**src/rtl/hp2vga_pkg.sv**
```systemverilog
`default_nettype none
// ---------------------------------------------------------------------------
// hp2vga_pkg : shared widths, intensity codes and capture FSM states
// Revision   : 1.0
// ---------------------------------------------------------------------------
package hp2vga_pkg;

   localparam int BRAM_AW = 14;
   localparam int PIX_W   = 8;

   localparam logic [PIX_W-1:0] PIX_OFF  = 8'h00;
   localparam logic [PIX_W-1:0] PIX_HALF = 8'h80;
   localparam logic [PIX_W-1:0] PIX_FULL = 8'hFF;

   typedef enum logic [2:0] {
      ST_IDLE  = 3'd0,
      ST_VSKIP = 3'd1,
      ST_HSKIP = 3'd2,
      ST_CAPT  = 3'd3,
      ST_LEND  = 3'd4,
      ST_FDONE = 3'd5
   } cap_state_t;

   function automatic logic [PIX_W-1:0] pix_encode(input logic video, input logic half);
      logic [PIX_W-1:0] pix;
      if (!video) begin
         pix = PIX_OFF;
      end else if (half) begin
         pix = PIX_HALF;
      end else begin
         pix = PIX_FULL;
      end
      return pix;
   endfunction

endpackage
`default_nettype wire

```
**src/rtl/hp_input_sync.sv**
```systemverilog
`default_nettype none
// ---------------------------------------------------------------------------
// hp_input_sync : 2-flop synchronisers, history flop and registered edge
//                 detect for the five raw HP display signals
// Revision      : 1.0
// ---------------------------------------------------------------------------
module hp_input_sync #(
   parameter bit SYNC_POL = 1'b1
)(
   input  logic clk,
   input  logic reset_n,
   input  logic hp_dotclk,
   input  logic hp_hs,
   input  logic hp_vs,
   input  logic hp_video,
   input  logic hp_half,
   output logic dot_rise,
   output logic hs_edge,
   output logic vs_edge,
   output logic video,
   output logic half
);

   // bit order: 0 dotclk, 1 hs, 2 vs, 3 video, 4 half
   logic [4:0] raw;
   logic [4:0] meta;
   logic [4:0] sync;
   logic [2:0] hist;

   logic hs_now;
   logic hs_prev;
   logic vs_now;
   logic vs_prev;

   assign raw     = {hp_half, hp_video, hp_vs, hp_hs, hp_dotclk};
   assign hs_now  = (sync[1] == SYNC_POL);
   assign hs_prev = (hist[1] == SYNC_POL);
   assign vs_now  = (sync[2] == SYNC_POL);
   assign vs_prev = (hist[2] == SYNC_POL);

   // video/half leave on the same edge as dot_rise so they stay aligned with it
   always_ff @(posedge clk or negedge reset_n) begin
      if (!reset_n) begin
         meta     <= '0;
         sync     <= '0;
         hist     <= '0;
         dot_rise <= 1'b0;
         hs_edge  <= 1'b0;
         vs_edge  <= 1'b0;
         video    <= 1'b0;
         half     <= 1'b0;
      end else begin
         meta     <= raw;
         sync     <= meta;
         hist     <= sync[2:0];
         dot_rise <= sync[0] & ~hist[0];
         hs_edge  <= hs_now & ~hs_prev;
         vs_edge  <= vs_now & ~vs_prev;
         video    <= sync[3];
         half     <= sync[4];
      end
   end

endmodule
`default_nettype wire

```
**src/rtl/hp_capture.sv**
```systemverilog
`default_nettype none
// ---------------------------------------------------------------------------
// hp_capture : locates the active window of each HP frame and writes one
//              intensity byte per captured dot into the frame BRAM
// Revision   : 1.0
// ---------------------------------------------------------------------------
module hp_capture
   import hp2vga_pkg::*;
#(
   parameter int H_SKIP   = 16,
   parameter int H_ACTIVE = 128,
   parameter int V_SKIP   = 4,
   parameter int V_ACTIVE = 96,      // H_ACTIVE*V_ACTIVE must fit the 14-bit address space
   parameter bit SYNC_POL = 1'b1
)(
   input  logic               clk,
   input  logic               reset_n,
   input  logic               enable,
   input  logic               hp_dotclk,
   input  logic               hp_hs,
   input  logic               hp_vs,
   input  logic               hp_video,
   input  logic               hp_half,
   output logic [BRAM_AW-1:0] bram_addr,
   output logic [PIX_W-1:0]   bram_din,
   output logic               bram_we,
   output logic               frame_done,
   output logic               locked,
   output logic               short_line
);

   localparam logic [7:0]         HSKIP_LAST = 8'(H_SKIP - 1);
   localparam logic [7:0]         VSKIP_LAST = 8'(V_SKIP - 1);
   localparam logic [7:0]         HACT_LAST  = 8'(H_ACTIVE - 1);
   localparam logic [7:0]         VACT_LAST  = 8'(V_ACTIVE - 1);
   localparam logic [BRAM_AW-1:0] LINE_STEP  = BRAM_AW'(H_ACTIVE);

   logic dot_rise;
   logic hs_edge;
   logic vs_edge;
   logic video;
   logic half;

   hp_input_sync #(
      .SYNC_POL (SYNC_POL)
   ) u_sync (
      .clk       (clk),
      .reset_n   (reset_n),
      .hp_dotclk (hp_dotclk),
      .hp_hs     (hp_hs),
      .hp_vs     (hp_vs),
      .hp_video  (hp_video),
      .hp_half   (hp_half),
      .dot_rise  (dot_rise),
      .hs_edge   (hs_edge),
      .vs_edge   (vs_edge),
      .video     (video),
      .half      (half)
   );

   cap_state_t         state,     state_n;
   logic [7:0]         dot_cnt,   dot_cnt_n;
   logic [7:0]         line_cnt,  line_cnt_n;
   logic [BRAM_AW-1:0] line_base, line_base_n;
   logic [BRAM_AW-1:0] addr_q,    addr_n;
   logic [PIX_W-1:0]   din_q,     din_n;
   logic               we_q,      we_n;
   logic               fd_q,      fd_n;
   logic               locked_q,  locked_n;
   logic               short_q,   short_n;
   logic               adv;

   always_ff @(posedge clk or negedge reset_n) begin
      if (!reset_n) begin
         state     <= ST_IDLE;
         dot_cnt   <= '0;
         line_cnt  <= '0;
         line_base <= '0;
         addr_q    <= '0;
         din_q     <= '0;
         we_q      <= 1'b0;
         fd_q      <= 1'b0;
         locked_q  <= 1'b0;
         short_q   <= 1'b0;
      end else begin
         state     <= state_n;
         dot_cnt   <= dot_cnt_n;
         line_cnt  <= line_cnt_n;
         line_base <= line_base_n;
         addr_q    <= addr_n;
         din_q     <= din_n;
         we_q      <= we_n;
         fd_q      <= fd_n;
         locked_q  <= locked_n;
         short_q   <= short_n;
      end
   end

   always_comb begin
      state_n     = state;
      dot_cnt_n   = dot_cnt;
      line_cnt_n  = line_cnt;
      line_base_n = line_base;
      addr_n      = addr_q;
      din_n       = din_q;
      we_n        = 1'b0;
      fd_n        = 1'b0;
      locked_n    = locked_q;
      short_n     = short_q;
      adv         = 1'b0;

      if (!enable) begin
         state_n = ST_IDLE;
      end else if (vs_edge) begin
         // VS wins over HS and dots in every state; mid-frame it aborts the capture
         state_n     = ST_VSKIP;
         dot_cnt_n   = '0;
         line_cnt_n  = '0;
         line_base_n = '0;
         short_n     = 1'b0;
         if (state inside {ST_VSKIP, ST_HSKIP, ST_CAPT, ST_LEND}) begin
            locked_n = 1'b0;
         end
      end else begin
         case (state)
            ST_IDLE: begin
            end
            ST_VSKIP: begin
               if (hs_edge) begin
                  if (dot_cnt == VSKIP_LAST) begin
                     state_n   = ST_HSKIP;
                     dot_cnt_n = '0;
                  end else begin
                     dot_cnt_n = dot_cnt + 8'd1;
                  end
               end
            end
            ST_HSKIP: begin
               if (hs_edge) begin
                  dot_cnt_n = '0;
               end else if (dot_rise) begin
                  if (dot_cnt == HSKIP_LAST) begin
                     state_n   = ST_CAPT;
                     dot_cnt_n = '0;
                  end else begin
                     dot_cnt_n = dot_cnt + 8'd1;
                  end
               end
            end
            ST_CAPT: begin
               if (hs_edge) begin
                  short_n = 1'b1;
                  adv     = 1'b1;
               end else if (dot_rise) begin
                  we_n      = 1'b1;
                  addr_n    = line_base + {{(BRAM_AW-8){1'b0}}, dot_cnt};
                  din_n     = pix_encode(video, half);
                  dot_cnt_n = dot_cnt + 8'd1;
                  if (dot_cnt == HACT_LAST) begin
                     // the final write of the frame completes it; no trailing HS needed
                     if (line_cnt == VACT_LAST) begin
                        state_n  = ST_FDONE;
                        fd_n     = 1'b1;
                        locked_n = 1'b1;
                     end else begin
                        state_n = ST_LEND;
                     end
                  end
               end
            end
            ST_LEND: begin
               if (hs_edge) begin
                  adv = 1'b1;
               end
            end
            ST_FDONE: begin
            end
            default: begin
               state_n = ST_IDLE;
            end
         endcase

         if (adv) begin
            line_base_n = line_base + LINE_STEP;
            line_cnt_n  = line_cnt + 8'd1;
            dot_cnt_n   = '0;
            if (line_cnt == VACT_LAST) begin
               state_n  = ST_FDONE;
               fd_n     = 1'b1;
               locked_n = 1'b1;
            end else begin
               state_n = ST_HSKIP;
            end
         end
      end
   end

   // dropping enable kills a pending strobe in the same cycle
   assign bram_we    = we_q & enable;
   assign frame_done = fd_q & enable;
   assign bram_addr  = addr_q;
   assign bram_din   = din_q;
   assign locked     = locked_q;
   assign short_line = short_q;

endmodule
`default_nettype wire

```
**config.mk**
```make
export PLATFORM = sky130hd
export DESIGN_NAME = hp_capture
export DESIGN_NICKNAME = d
export VERILOG_FILES = /design/src/rtl/hp2vga_pkg.sv /design/src/rtl/hp_input_sync.sv /design/src/rtl/hp_capture.sv
export SDC_FILE = /design/constraint.sdc
export NUM_CORES = 1
export LEC_CHECK = 0
export BUFFER_PORTS_ARGS = -buffer_cell sky130_fd_sc_hd__buf_2
export CAP_MARGIN = 20
export CORE_MARGIN = 3
export CORE_UTILIZATION = 40
export CTS_CLUSTER_DIAMETER = 60
export CTS_CLUSTER_SIZE = 30
export DETAILED_ROUTE_END_ITERATION = 8
export GPL_TIMING_DRIVEN = 0
export SYNTH_ARGS = -nofsm -noshare
export SYNTH_HDL_FRONTEND = slang
export SYNTH_SLANG_ARGS = --single-unit
```
**constraint.sdc**
```tcl
create_clock -name clk -period 3 [get_ports clk]
set_clock_uncertainty 0.15 [all_clocks]
set_input_delay 0.6 -clock clk [delete_from_list [all_inputs] [get_ports clk]]
set_output_delay 0.6 -clock clk [all_outputs]
set_load 0.01 [all_outputs]
```
==> impl_metrics.py <==
metrics = {
    "timing": {
        "finalCriticalPeriod_ns": 2.415,
        "fin_ws_ns": 0.5847,
        "setup_viol": 0,
        "worst_slew_pin_slew_ns": 0.8332,
        "fin_crit_sh_pct": 80.51,
        "slew_violations": 0,
        "rsz0062_at_grt": "false",
        "max-slew-margin-rel_pct": 43.94,
        "hold_viol_final": 0,
        "max_freq_mhz": 414.0,
        "setup_tns_ns": 0,
    },
    "cells_and_area": {
        "antennaDiodeCount": 0,
        "nFillCells": 701,
        "multi_input_area_um2": 1413,
        "stdcell_area_um2": 3685,
        "final_common_cell": "dfrtp_1",
        "syn_to_final_growth_pct": 15.17,
        "final_cell_mix": "dfrtp_1 (64), buf_2 (35), nor2_1 (31), a21oi_1 (15)",
        "nets": 355,
        "finish.utilization_pct": 49.22,
        "regArea_um2": 1602,
        "drive_above_1_share_pct": 25.94,
    },
    "place": {
        "numPortBuffers": 32,
        "dp_hpwl_um": 4564,
        "place_area_um2": 3486,
        "dp_slack_ns": 0.5283,
        "place.gp.congestion": 0.8418,
    },
    "logic_synthesis": {
        "synth.area.top_cells": "dfrtp_1 (50%), nor2_1 (3.6%), xor2_1 (3.3%)",
        "synth_warnings": 0,
        "synth_seq_cells": 64,
        "ys_dominant_reg_cell": "dfrtp_1",
        "async_flop_share_pct": 100.0,
        "synth_top_area_share_pct": 50.06,
        "synth_top_cell_by_area": "dfrtp_1",
        "synth_edf_count": 0,
        "avgSynthCellArea_um2": 10.70,
        "yosysUniqueCellTypes": 57,
        "yosysSeqAreaShare_pct": 50.06,
        "netlist_area_um2": 3199,
        "synth_cells": 299,
        "synth_nets": 312,
    },
    "critical_path": {
        "cp_slowest_cell": "clkbuf_1",
        "r2r_slack_ns": 0.81,
        "startpoint_type": "input port",
        "path_class": "in2out",
        "crit_arrival_ns": 1.67,
        "crit_fanout": 10,
        "crit_required_ns": 2.25,
        "crit_buf_inv": 3,
        "end_kind": "output pin",
        "path_cells": "clkbuf_1 -> clkbuf_1 -> and2_1 -> buf_2",
        "cp_top_family": "buffers and inverters",
        "worst_path_largest_cell_delay_ns": 0.42,
        "cpMostUsedCell": "clkbuf_1",
    },
    "clock_tree": {
        "cts_tree": "built",
        "clock_tree.root_cell": "clkbuf_8",
        "cts.clk_slew.worst_paths_ns": 0.07,
        "clkLatencyLatePin_ns": 0.33,
        "cts.sinks": 64,
        "cts_resized": 0,
        "cts_buffers": 9,
        "post_cts_buffers": 0,
        "cts_buffer_depth": 2,
        "htreeDepth": 3,
        "hold_buffers": 0,
    },
    "global_routing": {
        "grt_max_degree": 65,
        "grt_use_total_pct": 15.46,
        "use_met3_pct": 3.867,
        "grt_pass1_wl_um": 10970,
        "grt.met1_usage_pct": 19.92,
        "grt-ovfl-total": 0,
        "grt_pass1_vias": 2336,
        "top_usage_layer": "met2",
        "grt_util_met2_pct": 25.54,
        "antenna_found_initial": 0,
    },
    "route": {
        "route.detailed.drc": 0,
        "routedWlPerCell_um": 14.58,
        "antenna_left": 0,
        "vias": 2334,
        "first_pass_iters": 4,
        "vias_per_cell": 5.233,
        "drt_iter0_markers": 63,
        "drt_wl_total_um": 6503,
    },
    "floorplanning": {
        "initial_core_util_pct": 42.74,
        "die_area_um2": 9108,
        "die_y_um": 95.44,
        "rows": 31,
        "die_x_um": 95.44,
        "io_pins": 34,
        "core_um2": 7486,
    },
    "power_and_ir_drop": {
        "power.density_nw_per_um2": 623.1,
        "vdd_ir_drop_max_uv": 384.7,
        "leakagePower_uw": 0.001727,
    },
    "status": {
        "status": "complete, no violations",
    },
    "worst_hold_path": {
        "hold_path.class": "in2async",
    },
    "job": {
        "maxCapViolCount": 0,
    },
}
report_power, final:
| group | leakage (uW) | switching (uW) | internal, uW | total [uW] |
|---|---|---|---|---|
| Sequential | 0.000820 | 90.3 | 960 | 1050 |
| Clock | 0.000103 | 325 | 428 | 752 |
| Combinational | 0.000804 | 267 | 226 | 493 |
| Total | 0.00173 | 682 | 1610 | 2300 |
sequential cells by signal, indices dropped and copies added, names as in the netlist, 2 cells and up:
name and cells:
u_sync.sync 5, bram_addr 14, line_base 7, u_sync.hist 3, dot_cnt 8, u_sync.meta 5
bram_din 2, line_cnt 8, state 3
Yosys cell counts, drive strengths merged (8+ instances only):
| cell | n |
|---|---|
| dfrtp | 64 |
| nor2 | 31 |
| buf | 17 |
| a21oi | 15 |
| nand2 | 12 |
| xor2 | 12 |
| and3 | 11 |
| o21ai | 11 |
| mux2 | 10 |
| inv | 9 |
| nor2b | 8 |
layout make-up:
| class | instances | share of cell area (%) |
|---|---|---|
| buffer | 24 | 4.109 |
| clock buffer | 13 | 4.312 |
| clock inverter | 3 | 1.087 |
| inverter | 9 | 0.9168 |
| multi-input combinational | 202 | 38.34 |
| sequential | 64 | 43.46 |
| tap | 99 | 3.362 |
| timing repair buffer | 32 | 4.414 |
path summary, 6_finish.rpt:
check | startpoint | endpoint | cells after the start
max | enable | bram_we | 4
min | reset_n | bram_addr[13] | 1
max reg2reg | u_sync.vs_edge | state[2] | 6
min reg2reg | u_sync.meta[1] | u_sync.sync[1] | 0
max in group asynchronous | reset_n | dot_cnt[4] | 1
min in group clk | u_sync.meta[1] | u_sync.sync[1] | 0
through the flow:
step                std cells  power, uW  hold slack [ns]
floorplan                 299       1411           0.1544
global placement          430       1549           0.1824
detailed placement        430       1564           0.1847
CTS                       446       2322           0.1957
global route              446       2439           0.2000
finish                    446       2296           0.1952
metal layers:
layer  wire length (um)  share of wire, %
met2               3185                49
met1               3034                47
met5                  0                 0
met4                 78               1.2
met3                205               3.2
logic make-up after synthesis:
group / synth area share (%)
flops: 50.06
fa+ha+maj: 1.955
buf+inv: 5.788
xor+xnor: 5.201
compound gates: 15.80
other cells: 0.1172
mux: 3.950
simple gates: 17.13
Power figures use the tool's default switching activity.
